<file path="src/rtl/vga_src_select.sv">
// N-way RGB source selector; source switches are requested by handshake and applied at frame_start.
// Optional macro SRC_SEL_BLANK_EN mutes the output for the whole first frame after a switch.
module vga_src_select #(
  parameter int WIDTH = 12,
  parameter int N_SRC = 4,
  parameter int SEL_W = $clog2(N_SRC)
) (
  input  logic                   clk,
  input  logic                   reset,
  input  logic [N_SRC*WIDTH-1:0] data_in,
  input  logic                   de_in,
  input  logic                   frame_start,
  input  logic [SEL_W-1:0]       sel_in,
  input  logic                   sel_valid,
  output logic                   sel_ready,
  output logic [SEL_W-1:0]       cur_sel,
  output logic                   switched,
  output logic [WIDTH-1:0]       data_out,
  output logic                   de_out
);

  localparam int                N_SLOT  = 2 ** SEL_W;
  localparam logic [SEL_W:0]    N_SRC_W = (SEL_W + 1)'(N_SRC);
  localparam logic [SEL_W-1:0]  MAX_SEL = SEL_W'(N_SRC - 1);

  typedef enum logic [1:0] {
    IDLE    = 2'd0,
    PENDING = 2'd1,
    MUTE    = 2'd2
  } state_t;

  state_t           state_reg, state_next;
  logic [SEL_W-1:0] cur_sel_reg, pend_sel_reg;
  logic [SEL_W-1:0] next_sel, clamped_sel;
  logic [WIDTH-1:0] data_out_reg;
  logic             de_out_reg, switched_reg;
  logic             accept, apply, blank;

  // Unpack into a power-of-two table so any SEL_W index is in range; unused slots read as zero.
  logic [WIDTH-1:0] src [N_SLOT];

  generate
    for (genvar gi = 0; gi < N_SLOT; gi++) begin : g_src
      if (gi < N_SRC) begin : g_used
        assign src[gi] = data_in[gi*WIDTH +: WIDTH];
      end else begin : g_pad
        assign src[gi] = '0;
      end
    end
  endgenerate

  assign clamped_sel = ({1'b0, sel_in} >= N_SRC_W) ? MAX_SEL : sel_in;

  always_comb begin
    state_next = state_reg;
    accept     = 1'b0;
    apply      = 1'b0;
    blank      = 1'b0;
    case (state_reg)
      IDLE: begin
        if (sel_valid) begin
          accept     = 1'b1;
          state_next = PENDING;
        end
      end
      PENDING: begin
        if (frame_start) begin
          apply = 1'b1;
`ifdef SRC_SEL_BLANK_EN
          // The first pixel of the new frame is already part of the muted frame.
          blank      = 1'b1;
          state_next = MUTE;
`else
          state_next = IDLE;
`endif
        end
      end
`ifdef SRC_SEL_BLANK_EN
      MUTE: begin
        if (frame_start) begin
          state_next = IDLE;
        end else begin
          blank = 1'b1;
        end
      end
`endif
      default: state_next = IDLE;
    endcase
  end

  assign next_sel = apply ? pend_sel_reg : cur_sel_reg;

  always_ff @(posedge clk) begin
    if (reset) begin
      state_reg    <= IDLE;
      cur_sel_reg  <= '0;
      pend_sel_reg <= '0;
      data_out_reg <= '0;
      de_out_reg   <= 1'b0;
      switched_reg <= 1'b0;
    end else begin
      state_reg <= state_next;
      if (accept) begin
        pend_sel_reg <= clamped_sel;
      end
      if (apply) begin
        cur_sel_reg <= pend_sel_reg;
      end
      switched_reg <= apply;
      de_out_reg   <= de_in;
      data_out_reg <= (de_in && !blank) ? src[next_sel] : '0;
    end
  end

  assign sel_ready = (state_reg == IDLE);
  assign cur_sel   = cur_sel_reg;
  assign switched  = switched_reg;
  assign data_out  = data_out_reg;
  assign de_out    = de_out_reg;

endmodule

</file>
<file path="config.mk">
export PLATFORM = sky130hd
export DESIGN_NAME = vga_src_select
export DESIGN_NICKNAME = d
export VERILOG_FILES = /design/src/rtl/vga_src_select.sv
export SDC_FILE = /design/constraint.sdc
export NUM_CORES = 1
export LEC_CHECK = 0
export ABC_AREA = 1
export BUFFER_PORTS_ARGS = -buffer_cell sky130_fd_sc_hd__buf_2
export CORE_MARGIN = 4
export CORE_UTILIZATION = 28
export DETAILED_ROUTE_END_ITERATION = 16
export GPL_TIMING_DRIVEN = 0
export PLACE_DENSITY_LB_ADDON = 0.15
export SYNTH_ARGS = -nofsm -noshare
export SYNTH_HDL_FRONTEND = slang
export SYNTH_SLANG_ARGS = --single-unit
</file>
<file path="constraint.sdc">
create_clock -name clk -period 2.8 [get_ports clk]
set_clock_uncertainty 0.05 [all_clocks]
set_input_delay 0.56 -clock clk [delete_from_list [all_inputs] [get_ports clk]]
set_output_delay 0.56 -clock clk [all_outputs]
set_load 0.1 [all_outputs]
</file>
==> impl_metrics.csv <==
group,metric,value,unit
synth,ys_top_cells_by_area,"dfxtp_1 (34%), nand3_1 (16%), inv_1 (14%), nand2_1 (11%), nand3b_1 (8.0%)",
timing,fin_crit_sh,61.3,%
setup_path,cp-end-kind,"primary output",
pwr,power,714,µW
synth,netlist_area,1130,µm²
clock_network,postCtsSetupBuffers,0,
timing,drv_slew,0,
pwr,power.density,448,nW/µm²
worst_hold_path,hp-class,"reg -> reg",
place,gp_congestion,0.799,
place,hpwlAfterDp,2.72,mm
setup_path,crit_path_end,"sel_ready",
pwr,ir_drop,0.303,mV
worst_hold_path,hold_depth,2,
layout,diodes,0,
setup_path,worstSetupPathType,"reg -> out",
grt,grt_use_total,13.6,%
timing,period_needed,1.72,ns
layout,final_nets,307,
synth,ys_warn_count,0,
clock_network,numClockSinks,19,
detailed_routing,drtIter0Drc,26,
die,die_area,5130,µm²
clock_network,root_buffer,"clkbuf_8",
synth,synthDistinctLibCells,16,
setup_path,reg2reg_from,"state_reg[0]",
place,place.port_buffers,71,
detailed_routing,via_per_inst,4.27,
place,dpl_worst_slack,1.06,ns
run,max_cap_violations,0,
timing,hold_viol,0,
die,initial_core_util,30.0,%
setup_path,r2r_setup_slack,1.39,ns
status,status,"completed",
setup_path,startpoint_type,"flip-flop",
place,placed_area,1550,µm²
die,rows,22,
clock_network,clock_path_buffers,2,
synth,synth_seq_cells,19,
detailed_routing,wl_per_cell,11.3,µm
synth,synth_top_area_share,33.6,%
grt,overflow,0,
die,die-height,71.6,µm
die,fp.dieW,71.6,µm
setup_path,crit_required,2.19,ns
grt,grt_pass1_wl,5.52,mm
detailed_routing,drt_wl_total,3.39,mm
setup_path,worstPathArrival,1.11,ns
detailed_routing,firstDrtPassIters,7,
setup_path,startpoint,"state_reg[0]",
timing,tightest_slew,0.497,ns
timing,finalWorstSetupSlack,1.08,ns
setup_path,reg2reg_to,"data_out[0]",
detailed_routing,vias,1277,
clock_network,htree_levels,1,
grt,grt_pass1_vias,1216,
detailed_routing,drc,0,
timing,tns,0,ns
die,fp.coreArea,3770,µm²
detailed_routing,ant_nets,0,
layout,largest_reg_flops,12,
setup_path,path_max_fanout,4,
pwr,p_leak,0.000934,µW
clock_network,cts_resized,0,
clock_network,ctsHoldBuffers,0,
grt,antenna_found_initial,0,
clock_network,cts_tree,"yes",
synth,synth_cells,176,
synth,syn_area_per_cell,6.43,µm²
layout,syn2layout_area_growth,40.8,%
synth,yosysTopAreaCell,"dfxtp_1",
clock_network,cts_buffers,3,
grt,grt_max_degree,12,
layout,postLayoutCellArea,1590,µm²
setup_path,reg2regPathDepth,5,
layout,layout-drive-gt1-share,34.7,%
clock_network,insertion_delay,0.26,ns
timing,rsz0062_at_grt,"false",
die,ioPinCount,72,
timing,slew-limit-headroom,67.1,%
clock_network,clk_pin_slew,0.08,ns
synth,synth.yosys.seq_area_share,33.6,%
timing,max_clock_freq,583,MHz
timing,setup_viol,0,
synth,synth_nets,231,
==> synth_stat cells <==
cell type / instances
nand3_1: 36
nor3_1: 1
nand3b_1: 12
nand2_4: 2
dfxtp_1: 19
nor2_1: 4
nand2_2: 1
nand2_1: 33
inv_1: 42
buf_6: 2
buf_2: 4
clkbuf_1: 2
o21ai_2: 1
buf_4: 1
a21oi_1: 15
nand3_2: 1
==> layout by cell type, fill, tap and decap left out, drive strengths merged <==
| master | instances |
|---|---|
| a21oi | 15 |
| buf | 78 |
| clkbuf | 5 |
| clkinv | 1 |
| dfxtp | 19 |
| inv | 42 |
| nand2 | 36 |
| nand3 | 37 |
| nand3b | 12 |
| nor2 | 4 |
| nor3 | 1 |
| o21ai | 1 |
==> metal layers <==
metal	wire length, µm	GRT usage [%]	up-vias	part of all wire (%)
met5	0	0	-	0
met4	18	2.51	0	0.53
met3	218	3.93	2	6.4
met2	1650	24.0	32	49
met1	1510	16.5	548	44
li1	-	-	695	-
==> power by group <==
group / total (µW) / leakage (µW) / switching (µW) / internal, µW
clock network: 193 / 0.0000255 / 93.8 / 98.9
logic: 231 / 0.000753 / 161 / 69.5
registers: 291 / 0.000156 / 5.93 / 285
total: 714 / 0.000934 / 261 / 453
==> critical path: stages, from the launching register on <==
cell     delay (ns)
dfxtp_1        0.35
inv_1          0.08
buf_2          0.42
==> area by class of cell <==
class	instances	area, µm²
Inverter	42	158
Clock buffer	3	41.3
Multi-Input combinational cell	106	537
Buffer	9	57.6
Sequential cell	19	380
Fill cell	424	2180
Timing Repair Buffer	71	355
Tap cell	48	60.1
Clock inverter	1	5.00
==> through the flow <==
step,hold slack (ns),std cells,util (%)
after floorplan,0.400,176,-
after global placement,0.434,295,41.0
after detailed placement,0.434,295,41.0
after CTS,0.445,299,42.3
after global routing,0.465,299,42.3
final,0.448,299,42.3
==> worst min path at each step <==
stage                          from               to  slack [ns]
floorplan           pend_sel_reg[0]  pend_sel_reg[0]        0.40
global placement    pend_sel_reg[0]  pend_sel_reg[0]        0.43
detailed placement  pend_sel_reg[0]  pend_sel_reg[0]        0.43
CTS                 pend_sel_reg[0]  pend_sel_reg[0]        0.45
global route                  de_in           de_out        0.47
finish              pend_sel_reg[0]  pend_sel_reg[0]        0.45
==> cells by family after synthesis <==
| kind of cell | share of synthesized area (%) |
|---|---|
| buf+inv | 19.0 |
| flops | 33.6 |
| simple gates | 40.0 |
| compound gates | 7.40 |
No activity file was read; power rests on OpenSTA's default activity.
